==> config.mk <==
export PLATFORM = sky130hd
export DESIGN_NAME = ef_pwm_capture_apb_flat
export DESIGN_NICKNAME = d
export VERILOG_FILES = /design/src/rtl/ef_pwm_capture_apb_if.sv /design/src/rtl/ef_pwm_capture_apb.sv /design/src/flat_wrapper.sv
export SDC_FILE = /design/constraint.sdc
export NUM_CORES = 1
export LEC_CHECK = 0
export CORE_MARGIN = 2
export CORE_UTILIZATION = 40
export DETAILED_ROUTE_END_ITERATION = 7
export PLACE_DENSITY = 0.64
export RECOVER_POWER = 50
export SLEW_MARGIN = 5
export SYNTH_ARGS = -nofsm -noshare
export SYNTH_HDL_FRONTEND = slang
export SYNTH_SLANG_ARGS = --single-unit
export TNS_END_PERCENT = 1
==> constraint.sdc <==
create_clock -name PCLK -period 4.9 [get_ports PCLK]
set_input_delay 0.98 -clock PCLK [delete_from_list [all_inputs] [get_ports PCLK]]
set_output_delay 0.98 -clock PCLK [all_outputs]
set_load 0.03 [all_outputs]
==> src/rtl/ef_pwm_capture_apb_if.sv <==
// APB bus bundle shared by the PWM capture block and its bus master.
interface ef_pwm_capture_apb_if;
    logic [31:0] PADDR;
    logic        PWRITE;
    logic        PSEL;
    logic        PENABLE;
    logic [31:0] PWDATA;
    logic [31:0] PRDATA;
    logic        PREADY;

    modport master (
        output PADDR, PWRITE, PSEL, PENABLE, PWDATA,
        input  PRDATA, PREADY
    );

    modport slave (
        input  PADDR, PWRITE, PSEL, PENABLE, PWDATA,
        output PRDATA, PREADY
    );
endinterface

==> src/rtl/ef_pwm_capture_apb.sv <==
// PWM input capture: measures period and high time of pwm_in in prescaled
// PCLK ticks and reports them through a zero-wait-state APB register file.
module ef_pwm_capture_apb #(
    parameter int CNT_W = 32,
    parameter int DIV_W = 16
) (
    input  logic                  PCLK,
    input  logic                  PRESETn,
    ef_pwm_capture_apb_if.slave   apb,
    input  logic                  pwm_in,
    output logic                  irq
);

    typedef enum logic [1:0] {ST_IDLE = 2'd0, ST_HIGH = 2'd1, ST_LOW = 2'd2} state_t;

    state_t             state_q, state_d;
    logic               sync1_q, sync1_d, sync2_q, sync2_d, prev_q, prev_d;
    logic [DIV_W-1:0]   pc_q, pc_d, clkdiv_q, clkdiv_d;
    logic [CNT_W-1:0]   cnt_q, cnt_d, period_q, period_d, high_q, high_d, hi_cap_q, hi_cap_d;
    logic [2:0]         ctrl_q, ctrl_d;
    logic               valid_q, valid_d, ovf_q, ovf_d, irq_q, irq_d;

    logic               lvl, rise, fall, tick, en, ovf_hit;
    logic               load_hi, load_per, set_ovf;
    logic               wr_en, wr_status;
    logic [2:0]         idx;
    logic [CNT_W-1:0]   meas_val;
    logic [31:0]        prdata;
    logic               unused_bits;

    assign en       = ctrl_q[0];
    assign lvl      = sync2_q ^ ctrl_q[1];
    assign rise     = lvl & ~prev_q;
    assign fall     = ~lvl & prev_q;
    assign tick     = (pc_q == clkdiv_q);
    assign meas_val = cnt_q + CNT_W'(tick);
    assign ovf_hit  = (state_q != ST_IDLE) && (&cnt_q) && tick;

    assign idx       = apb.PADDR[4:2];
    assign wr_en     = apb.PSEL & apb.PENABLE & apb.PWRITE;
    assign wr_status = wr_en && (idx == 3'd4);
    assign unused_bits = ^{apb.PADDR, apb.PWDATA};

    always_ff @(posedge PCLK) begin
        if (!PRESETn) begin
            state_q  <= ST_IDLE;
            sync1_q  <= 1'b0;
            sync2_q  <= 1'b0;
            prev_q   <= 1'b0;
            pc_q     <= '0;
            cnt_q    <= '0;
            period_q <= '0;
            high_q   <= '0;
            hi_cap_q <= '0;
            clkdiv_q <= '0;
            ctrl_q   <= '0;
            valid_q  <= 1'b0;
            ovf_q    <= 1'b0;
            irq_q    <= 1'b0;
        end else begin
            state_q  <= state_d;
            sync1_q  <= sync1_d;
            sync2_q  <= sync2_d;
            prev_q   <= prev_d;
            pc_q     <= pc_d;
            cnt_q    <= cnt_d;
            period_q <= period_d;
            high_q   <= high_d;
            hi_cap_q <= hi_cap_d;
            clkdiv_q <= clkdiv_d;
            ctrl_q   <= ctrl_d;
            valid_q  <= valid_d;
            ovf_q    <= ovf_d;
            irq_q    <= irq_d;
        end
    end

    // Overflow outranks any edge seen in the same cycle.
    always_comb begin
        state_d = state_q;
        if (!en) begin
            state_d = ST_IDLE;
        end else begin
            case (state_q)
                ST_IDLE: if (rise) state_d = ST_HIGH;
                ST_HIGH: if (ovf_hit) state_d = ST_IDLE; else if (fall) state_d = ST_LOW;
                ST_LOW:  if (ovf_hit) state_d = ST_IDLE; else if (rise) state_d = ST_HIGH;
                default: state_d = ST_IDLE;
            endcase
        end
    end

    always_comb begin
        load_hi  = en && (state_q == ST_HIGH) && !ovf_hit && fall;
        load_per = en && (state_q == ST_LOW)  && !ovf_hit && rise;
        set_ovf  = en && ovf_hit;
    end

    // prev tracks the conditioned level even while disabled, so enabling never sees a stale edge.
    always_comb begin
        sync1_d = pwm_in;
        sync2_d = sync1_q;
        prev_d  = lvl;
        pc_d    = pc_q;
        cnt_d   = cnt_q;
        if (!en || rise || set_ovf) begin
            pc_d  = '0;
            cnt_d = '0;
        end else if (tick) begin
            pc_d  = '0;
            cnt_d = cnt_q + CNT_W'(1);
        end else begin
            pc_d  = pc_q + DIV_W'(1);
        end
    end

    always_comb begin
        hi_cap_d = load_hi  ? meas_val : hi_cap_q;
        period_d = load_per ? meas_val : period_q;
        high_d   = load_per ? hi_cap_q : high_q;
        clkdiv_d = (wr_en && idx == 3'd2) ? apb.PWDATA[DIV_W-1:0] : clkdiv_q;
        ctrl_d   = (wr_en && idx == 3'd3) ? apb.PWDATA[2:0] : ctrl_q;
        valid_d  = load_per | (valid_q & ~(wr_status & apb.PWDATA[0]));
        ovf_d    = set_ovf  | (ovf_q   & ~(wr_status & apb.PWDATA[1]));
        irq_d    = ctrl_d[2] & (valid_d | ovf_d);
    end

    always_comb begin
        prdata = '0;
        if (apb.PSEL) begin
            case (idx)
                3'd0:    prdata = 32'(period_q);
                3'd1:    prdata = 32'(high_q);
                3'd2:    prdata = 32'(clkdiv_q);
                3'd3:    prdata = 32'(ctrl_q);
                3'd4:    prdata = {29'd0, lvl, ovf_q, valid_q};
                default: prdata = '0;
            endcase
        end
    end

    assign apb.PRDATA = prdata;
    assign apb.PREADY = 1'b1;
    assign irq        = irq_q;

endmodule

==> src/flat_wrapper.sv <==
// flat-port wrapper written by rule: the top's interface ports become plain ports
module ef_pwm_capture_apb_flat 
#(
    parameter int CNT_W = 32,
    parameter int DIV_W = 16
)
  (PCLK, PRESETn, pwm_in, irq, apb_PADDR, apb_PWRITE, apb_PSEL, apb_PENABLE, apb_PWDATA, apb_PRDATA, apb_PREADY);
  ef_pwm_capture_apb_if apb_i ();
  input  logic PCLK;
  input  logic PRESETn;
  input  logic pwm_in;
  output logic irq;
  input wire logic [$bits(apb_i.PADDR)-1:0] apb_PADDR;
  input wire logic [$bits(apb_i.PWRITE)-1:0] apb_PWRITE;
  input wire logic [$bits(apb_i.PSEL)-1:0] apb_PSEL;
  input wire logic [$bits(apb_i.PENABLE)-1:0] apb_PENABLE;
  input wire logic [$bits(apb_i.PWDATA)-1:0] apb_PWDATA;
  output wire logic [$bits(apb_i.PRDATA)-1:0] apb_PRDATA;
  output wire logic [$bits(apb_i.PREADY)-1:0] apb_PREADY;
  assign apb_i.PADDR = apb_PADDR;
  assign apb_i.PWRITE = apb_PWRITE;
  assign apb_i.PSEL = apb_PSEL;
  assign apb_i.PENABLE = apb_PENABLE;
  assign apb_i.PWDATA = apb_PWDATA;
  assign apb_PRDATA = apb_i.PRDATA;
  assign apb_PREADY = apb_i.PREADY;
  ef_pwm_capture_apb #(.CNT_W(CNT_W), .DIV_W(DIV_W)) u_core (.PCLK(PCLK), .PRESETn(PRESETn), .apb(apb_i), .pwm_in(pwm_in), .irq(irq));
endmodule
# ---- After elaboration in Yosys (flattened, before gate mapping)
# Cells that the tools add are included.
dict set report classes {
  n_reduce_logical 23
  n_mux 8
  add_sub_neg 3
  eq_ne 8
  bitwise 18
}
# op count
set ops {}
lappend ops {{$pmux W32 S5} 1}
lappend ops {{$add A32 B1 Y32} 1}
lappend ops {{$add A32 B1 Y32 const B} 1}
lappend ops {{$mux W32} 1}
lappend ops {{$reduce_and A32 Y1} 1}
lappend ops {{$add A16 B1 Y16 const B} 1}
lappend ops {{$eq A16 B16 Y1} 1}
lappend ops {{$logic_and A1 B1 Y1} 12}
lappend ops {{$and A1 B1 Y1} 9}
lappend ops {{$mux W2} 4}
lappend ops {{$eq A3 B2 Y1 const B} 2}
lappend ops {{$pmux W2 S3} 1}
lappend ops {{$not A1 Y1} 5}
lappend ops {{$eq A3 B1 Y1 const B} 1}
lappend ops {{$eq A3 B3 Y1 const B} 1}
lappend ops {{$logic_not A3 Y1} 1}
lappend ops {{$mux W3} 1}
lappend ops {{$ne A3 B1 Y1 const B} 1}
lappend ops {{$or A1 B1 Y1} 3}
lappend ops {{$reduce_or A3 Y1} 1}
lappend ops {{$eq A2 B1 Y1 const B} 1}
lappend ops {{$eq A2 B2 Y1 const B} 1}
lappend ops {{$logic_not A1 Y1} 2}
lappend ops {{$logic_not A2 Y1} 1}
lappend ops {{other kinds (5)} 6}
dict set report totals {
  out_inout_bits 34
  inputBits 70
  register_bits 171
  wordCells 75
}

# ---- Longest topological paths before layout
# Gate-level depths: netlist of run 1.
dict set report depth {
  word_depth 9
  ltp_mapped 13
  mapped_depth_nobuf 12
}

# ---- Worst setup path before layout of run 1
# Ideal clock, no wire load.
dict set report synth_timing {
  path_kind {in2out}
  startpoint {input apb_PADDR[2]}
  endpoint {output apb_PRDATA[21]}
  n_path_buf 3
  arrival_ns 2.450
  required_time_ns 3.920
  stages 5
  path_slack_ns 1.470
  path_cell_list {buf_2 -> buf_2 -> buf_1 -> mux2i_1 -> nor2_1}
}
dict set report synth_between {
  elab_chain_len 3
  word_cells_on_any_way 7
  classes_between {eq/ne: 4; mux: 2; reduce/logical: 1}
}
# element line
set synth_lines {}
lappend synth_lines {{start: declaration} flat_wrapper.sv:13} ;# input wire logic [$bits(apb_i.PADDR)-1:0] apb_PADDR;
lappend synth_lines {{$eq A3 B3 Y1, or another cell as far along} ef_pwm_capture_apb.sv:131} ;# case (idx)
lappend synth_lines {{$pmux W32 S5 *} ef_pwm_capture_apb.sv:131}
lappend synth_lines {{$mux W32 *} ef_pwm_capture_apb.sv:130} ;# if (apb.PSEL) begin
lappend synth_lines {{end: declaration} flat_wrapper.sv:18} ;# output wire logic [$bits(apb_i.PRDATA)-1:0] apb_PRDATA;
# Every way passes the cells marked *; elsewhere a longest branch is shown, timed or not.

# ---- Final worst setup path of run 1
dict set report layout_timing {
  startpoint {input apb_PADDR[3]}
  endpoint {output apb_PRDATA[25]}
}
# Same word-level chain as after synthesis.

==> results of run 1 <==
registers in the layout, indices dropped and copies added, names as in the netlist:
name and flops:
u_core.cnt_q 32, u_core.hi_cap_q 32, u_core.high_q 32, u_core.period_q 32, u_core.clkdiv_q 16, u_core.pc_q 16, u_core.ctrl_q 3, u_core.state_q 2
u_core.irq 1, u_core.ovf_q 1, u_core.prev_q 1, u_core.sync1_q 1, u_core.sync2_q 1, u_core.valid_q 1
worst max path at each step:
| stage | to | depth (start not counted) |
|---|---|---|
| global route | u_core.high_q[6] | 4 |
| CTS | apb_PRDATA[25] | 5 |
| finish | apb_PRDATA[25] | 5 |
| global placement | apb_PRDATA[19] | 5 |
| detailed placement | apb_PRDATA[25] | 5 |
| floorplan | apb_PRDATA[21] | 5 |
logic make-up (layout without fill, tap and decap cells):
group / count (synthesis) / after routing / synth area share, %
fa+ha+maj: 4 / 4 / 0.623
other cells: 1 / 1 / 0.0467
mux: 45 / 45 / 5.80
compound gates: 135 / 135 / 9.41
buf+inv: 81 / 110 / 4.57
xor+xnor: 91 / 91 / 9.93
flops: 171 / 171 / 42.6
simple gates: 447 / 447 / 27.0
power by group:
part / switching [uW] / internal (uW) / leakage [uW]
Sequential: 1.84 / 1390 / 0.00138
Combinational: 64.0 / 32.9 / 0.00150
Clock: 572 / 718 / 0.000263
Total: 638 / 2140 / 0.00314
synthesized netlist by cell type, drive strengths merged (9+ instances only):
cell    number
xnor2       38
dfxtp      171
nor4        14
buf         32
nand4       29
nor3        14
a211oi       9
o21ai       72
and3        11
xor2        53
and2        10
nand3       96
nor2       124
nand2      125
o31ai        9
clkbuf      39
a21oi       36
inv         10
mux2i       42
cell type report:
cell class	count	area [um2]	area share [%]
Sequential cell	171	3420	37.1
Timing Repair Buffer	68	641	6.94
Clock inverter	12	118	1.27
Clock buffer	20	447	4.84
Multi-Input combinational cell	723	4230	45.9
Tap cell	265	332	3.59
Inverter	10	37.5	0.407
worst max-delay path, stage by stage:
cell,delay [ps]
clkdlybuf4s50_1,610
buf_4,290
or2_2,470
nor2_1,170
clkdlybuf4s50_1,680
per-stage QoR:
step	util (%)	area [um2]	setup WS (ps)	power [uW]	cells
5_1_grt	47.1	9230	516	2870	1269
6_report	47.1	9230	709	2780	1269
4_1_cts	47.3	9260	688	2800	1269
2_1_floorplan	-	8030	1470	1490	975
3_5_place_dp	44.4	8700	690	1520	1237
3_3_place_gp	44.4	8700	714	1520	1237
layer usage:
metal	GRT usage, %	routed length (um)	vias up
met5	0	0	-
met4	5.29	284	0
met3	3.32	584	22
met2	27.9	8370	111
met1	23.3	8920	3057
li1	-	-	3357
==> flow_summary.ini, run 1 <==
[routing]
drc = 0
vias_per_cell = 5.16
final_antenna_net_count = 0
drt_iter0_markers = 446
dr.pass1.iters = 5
dr_total_vias = 6547
wirelength_um = 18200
wl_per_cell_um = 14.3

[grt]
grt_pass1_vias = 5972
grt_usage_pct = 17.2
grt_max_degree = 94
grt_overflow_total = 0
antenna_found_initial = 0
grt_pass1_wl_um = 30200

[clock_tree]
root_buffer = clkbuf_16
clockBufferDepth = 2
cts_tree = built
clk_latency_ps = 430
post_cts_resized = 0
hold_buffers = 0
postCtsSetupBuffers = 0
cts-buffers-inserted = 17
cts_sinks = 171
htreeDepth = 4
clk_pin_slew_ps = 70

[sta]
worst_pin_slew_ps = 2020
drv_slew = 205
setup_viol = 0
hold_violations = 0
hold_slack_ps = 436
min_period_ps = 4190
rsz0062_at_grt = no
fin_tns_setup_ps = 0
period_share_pct = 85.5
finClkSkew_ps = 13.7
max_freq_mhz = 239
maxSlewHeadroom_pct = -34.4

[worst_setup_path]
critPathArrivalTime_ps = 3210
crit_type = primary input to primary output
r2r-end = u_core.period_q[24]
worstSetupEndpointType = primary output
worstPathRequired_ps = 3920
reg2regPathDepth = 8
cp-start-kind = primary input
crit_start = apb_PADDR[3]
critPathMaxFanout = 16
r2r-start = u_core.cnt_q[1]
rrSetupSlack_ps = 990

[die]
core_um2 = 19600
die-height_um = 146
num_io_pins = 104
die-area_um2 = 21200
start_util_pct = 41.0
num_rows = 51
die_w_um = 146

[logic_synthesis]
ys.flop_type = dfxtp_1
yosys.cell_types.count = 55
async_flop_share_pct = 0
ys_ff_latch = 171
synthTopCellsByArea = dfxtp_1 43%, nand3_1 6.0%, nand2_1 5.8%
synth_top_area_share_pct = 42.6
synth.cell_area_um2 = 8030
synth_nets = 1049
yosysWarningCount = 0
syn_area_per_cell_um2 = 8.23
synth_edf_count = 0
synthCells = 975
synth_top_cell_by_area = dfxtp_1
yosysSeqAreaShare_pct = 42.6

[outcome]
status = finished with violations
violations = max-capacitance violations, max-slew violations

[cells_and_area]
layout_common_cells = 171 x dfxtp_1, 124 x nor2_1, 124 x nand2_1, 96 x nand3_1, 70 x o21ai_0
drive_gt1_share_pct = 6.08
fill_cells = 1970
fin_nets = 1065
diodes = 0
final_common_cell = dfxtp_1
area_delta_synth_final_pct = 15.0

[flow_run]
max_cap_viol_count = 4

[hold_path]
min_path_cells = 1
whs_endpoint = u_core.sync2_q
hold_class = register to register
hp-start = u_core.sync1_q

[placed_design]
gp_congestion = 0.887
hpwlAfterDp_um = 12400
io_buffers = 57

[power_and_ir_drop]
vdd_drop_max_v = 0.000211
leakagePower_uw = 0.00314
powerDensity_nw_per_um2 = 301
Power figures use the tool's default switching activity.
==> inputs of run 2 (changes only) <==
--- a/config.mk
+++ b/config.mk
@@ -8,8 +8,10 @@
 export CORE_MARGIN = 2
 export CORE_UTILIZATION = 40
 export DETAILED_ROUTE_END_ITERATION = 7
+export MAX_ROUTING_LAYER = met4
 export PLACE_DENSITY = 0.64
 export RECOVER_POWER = 50
+export SETUP_SLACK_MARGIN = 0.1
 export SLEW_MARGIN = 5
 export SYNTH_ARGS = -nofsm -noshare
 export SYNTH_HDL_FRONTEND = slang
==> flow_summary.ini, run 2 (same netlist as run 1, synthesis figures left out) <==
[clock_tree]
cts-buffers-inserted = 17
cts_sinks = 171
htreeDepth = 4
clk_latency_ps = 430
postCtsSetupBuffers = 0
clk_pin_slew_ps = 70
clockBufferDepth = 2
root_buffer = clkbuf_16
hold_buffers = 0
post_cts_resized = 0
cts_tree = built

[power_and_ir_drop]
powerDensity_nw_per_um2 = 301
leakagePower_uw = 0.00314
vdd_drop_max_v = 0.000210
p_total_uw = 2770

[sta]
maxSlewHeadroom_pct = -34.3
min_period_ps = 4180
finClkSkew_ps = 10.5
worst_pin_slew_ps = 2010
fin_tns_setup_ps = 0
period_share_pct = 85.3
rsz0062_at_grt = no
drv_slew = 205
hold_violations = 0
setup_viol = 0
max_freq_mhz = 239

[routing]
drt_iter0_markers = 435
drc = 0
dr.pass1.iters = 5
vias_per_cell = 5.16
wl_per_cell_um = 14.3
dr_total_vias = 6547
final_antenna_net_count = 0
wirelength_um = 18200

[cells_and_area]
multiInputGateArea_um2 = 4230
fin_nets = 1065
final_common_cell = dfxtp_1
final_util_pct = 47.1
area_delta_synth_final_pct = 15.0
fill_cells = 1970
diodes = 0
drive_gt1_share_pct = 6.08
layout_common_cells = 171 x dfxtp_1, 124 x nor2_1, 124 x nand2_1, 96 x nand3_1, 70 x o21ai_0
seq_area_um2 = 3420

[worst_setup_path]
worstSetupEndpointType = primary output
worstPathRequired_ps = 3920
cp-start-kind = primary input
critPathArrivalTime_ps = 3200
crit_start = apb_PADDR[3]
critPathMaxFanout = 16
crit_type = primary input to primary output
r2r-start = u_core.cnt_q[0]

[grt]
grt_max_degree = 94
grt_usage_pct = 17.8
antenna_found_initial = 0
grt_overflow_total = 0
grt_pass1_wl_um = 30200
grt_pass1_vias = 5984

[flow_run]
max_cap_viol_count = 4

[die]
die_w_um = 146
die-area_um2 = 21200
num_io_pins = 104
num_rows = 51
core_um2 = 19600
start_util_pct = 41.0
die-height_um = 146

[placed_design]
io_buffers = 57
gp_congestion = 0.902
hpwlAfterDp_um = 12400

[outcome]
status = finished with violations
violations = max-capacitance violations, max-slew violations

[hold_path]
hp-start = u_core.sync1_q
hold_class = register to register
## run 2: cell counts in the layout (fill, tap and decap cells not counted)
Identical to the previous run, type by type.
## run 2: final cells by class
class | count | area share (%)
clock buffer | 20 | 4.84
clock inverter | 12 | 1.27
inverter | 10 | 0.407
multi-input combinational | 723 | 45.9
sequential | 171 | 37.1
tap | 265 | 3.59
timing repair buffer | 68 | 6.94
## run 2: report_power, final
part / switching [uW] / internal, uW
clock network: 566 / 718
registers: 1.84 / 1390
logic: 63.9 / 32.9
## run 2: worst paths after layout
path / depth (start not counted) / slack [ps] / to
hold / removal: 1 / 440 / u_core.sync2_q
hold reg to reg: 1 / 440 / u_core.sync2_q
setup reg to reg: 8 / 1020 / u_core.period_q[24]
setup / recovery: 5 / 720 / apb_PRDATA[25]
## run 2: worst max-delay path: stages
cell             delay, ps
clkdlybuf4s50_1        610
buf_4                  290
or2_2                  470
nor2_1                 170
clkdlybuf4s50_1        680
## run 2: stage by stage
stage	worst slack, ps	std cells	hold WS [ps]	instance area, um2
5_1_grt	510	1269	456	9230
2_1_floorplan	1470	975	412	8030
3_3_place_gp	714	1237	416	8700
4_1_cts	688	1269	438	9260
6_report	719	1269	435	9230
3_5_place_dp	690	1237	419	8700
## run 2: per-layer routing
metal	up-vias	track usage, %	part of all wire, %
li1	3361	-	-
met3	19	3.32	3.8
met2	134	27.8	46
met1	3033	23.3	49
met5	-	-	0
met4	0	5.54	1.5
==> inputs of run 3 (changes only) <==
--- a/config.mk
+++ b/config.mk
@@ -9,7 +9,7 @@
 export CORE_UTILIZATION = 40
 export DETAILED_ROUTE_END_ITERATION = 7
 export MAX_ROUTING_LAYER = met4
-export PLACE_DENSITY = 0.64
+export PLACE_DENSITY = 0.73
 export RECOVER_POWER = 50
 export SETUP_SLACK_MARGIN = 0.1
 export SLEW_MARGIN = 5
==> flow_summary.ini, run 3 (same netlist as run 1, synthesis figures left out) <==
[cells_and_area]
seq_area_um2 = 3420
multiInputGateArea_um2 = 4220
diodes = 0
fill_cells = 1857
area_delta_synth_final_pct = 15.2
layout_common_cells = 171 x dfxtp_1, 124 x nor2_1, 124 x nand2_1, 96 x nand3_1, 70 x o21ai_0
drive_gt1_share_pct = 6.08
final_common_cell = dfxtp_1
fin_nets = 1065

[outcome]
violations = max-capacitance violations, max-slew violations
status = finished with violations

[clock_tree]
root_buffer = clkbuf_16
hold_buffers = 0
clockBufferDepth = 2
post_cts_resized = 0
cts_tree = built
postCtsSetupBuffers = 0
cts_sinks = 171
clk_pin_slew_ps = 70
htreeDepth = 4
clk_latency_ps = 430
cts-buffers-inserted = 17

[grt]
antenna_found_initial = 0
grt_overflow_total = 0
grt_pass1_wl_um = 29800
grt_pass1_vias = 6123
grt_max_degree = 117
grt_usage_pct = 17.5

[placed_design]
hpwlAfterDp_um = 12000
io_buffers = 57
dp_slack_ps = 831
gp_congestion = 0.923

[die]
num_io_pins = 104
die-area_um2 = 21200
core_um2 = 19600
die-height_um = 146
num_rows = 51
start_util_pct = 41.0
die_w_um = 146

[worst_setup_path]
critPathArrivalTime_ps = 4370
slowest_stage = clkbuf_1
path_cells = ha_1 > nand3_1 > nor3_1 > nand2_2 > o31ai_1 > clkbuf_1 > o21ai_0
cp_slowest_stage_delay_ps = 1600
crit_type = register to register
critPathMaxFanout = 61
cp-start-kind = register
worstPathRequired_ps = 5100
path_delay_family = buffers and inverters
crit_buf_inv = 1
worstSetupEndpointType = register

[sta]
period_share_pct = 85.0
hold_violations = 0
setup_viol = 0
worst_slack_ps = 733
max_freq_mhz = 240
drv_slew = 254
min_period_ps = 4170
fin_tns_setup_ps = 0
rsz0062_at_grt = no
finClkSkew_ps = 8.70
worst_pin_slew_ps = 2690
maxSlewHeadroom_pct = -79.7

[routing]
dr.pass1.iters = 5
dr_total_vias = 6611
drt_iter0_markers = 412
wirelength_um = 17900
wl_per_cell_um = 14.1
drc = 0
final_antenna_net_count = 0
vias_per_cell = 5.21

[power_and_ir_drop]
leakagePower_uw = 0.00315
powerDensity_nw_per_um2 = 312
vdd_drop_max_v = 0.000215

[hold_path]
hold_class = register to register

[flow_run]
max_cap_viol_count = 4
## run 3: cell types whose count changed in the layout (fill, tap and decap cells not counted)
cell	change
clkbuf_8	-1
o31ai_2	-1
clkbuf_1	-2
inv_8	+1
clkinv_4	-1
buf_4	+1
buf_12	-1
bufinv_16	+2
a21oi_4	-1
o31ai_1	+1
a21oi_1	+1
inv_6	+1
## run 3: cell type report
| cell class | instances | share of cell area (%) |
|---|---|---|
| Clock buffer | 17 | 4.60 |
| Clock inverter | 15 | 2.04 |
| Inverter | 10 | 0.406 |
| Multi-Input combinational cell | 723 | 45.6 |
| Sequential cell | 171 | 37.0 |
| Tap cell | 265 | 3.58 |
| Timing Repair Buffer | 68 | 6.79 |
## run 3: worst reg2reg max path, delay by kind of cell, from the launching register on
family,cells,cell delay [ps]
compound gates,2,690
fa+ha+maj,1,200
buf+inv,1,1600
flops,1,410
simple gates,3,1030
## run 3: through the flow
step	util [%]	hold WS [ps]	total power [uW]	cell area, um2	cells
after global placement	44.3	418	1520	8680	1237
after floorplan	-	412	1490	8030	975
after detailed placement	44.3	425	1520	8680	1237
final	47.2	440	2890	9250	1269
after global routing	47.2	461	2970	9250	1269
after CTS	47.5	442	2910	9300	1269
## run 3: final timing paths
kind	from	to	slack (ps)	cells after the start
hold reg to reg	u_core.sync1_q	u_core.sync2_q	440	1
hold / removal	u_core.sync1_q	u_core.sync2_q	440	1
setup / recovery	u_core.cnt_q[1]	u_core.period_q[13]	730	7
setup reg to reg	u_core.cnt_q[1]	u_core.period_q[13]	730	7
## run 3: routing by layer
| layer | global-route usage, % | share of wire (%) | up-vias |
|---|---|---|---|
| met4 | 6.13 | 1.7 | 0 |
| met5 | - | 0 | - |
| met3 | 3.70 | 4.4 | 29 |
| li1 | - | - | 3364 |
| met1 | 21.8 | 46 | 3074 |
| met2 | 28.2 | 48 | 144 |
## run 3: report_power, final
group	switching [uW]	internal [uW]	total, uW	leakage [uW]
clock network	586	811	1400	0.000288
logic	62.6	33.1	95.7	0.00149
registers	1.87	1390	1390	0.00138
total	651	2240	2890	0.00315
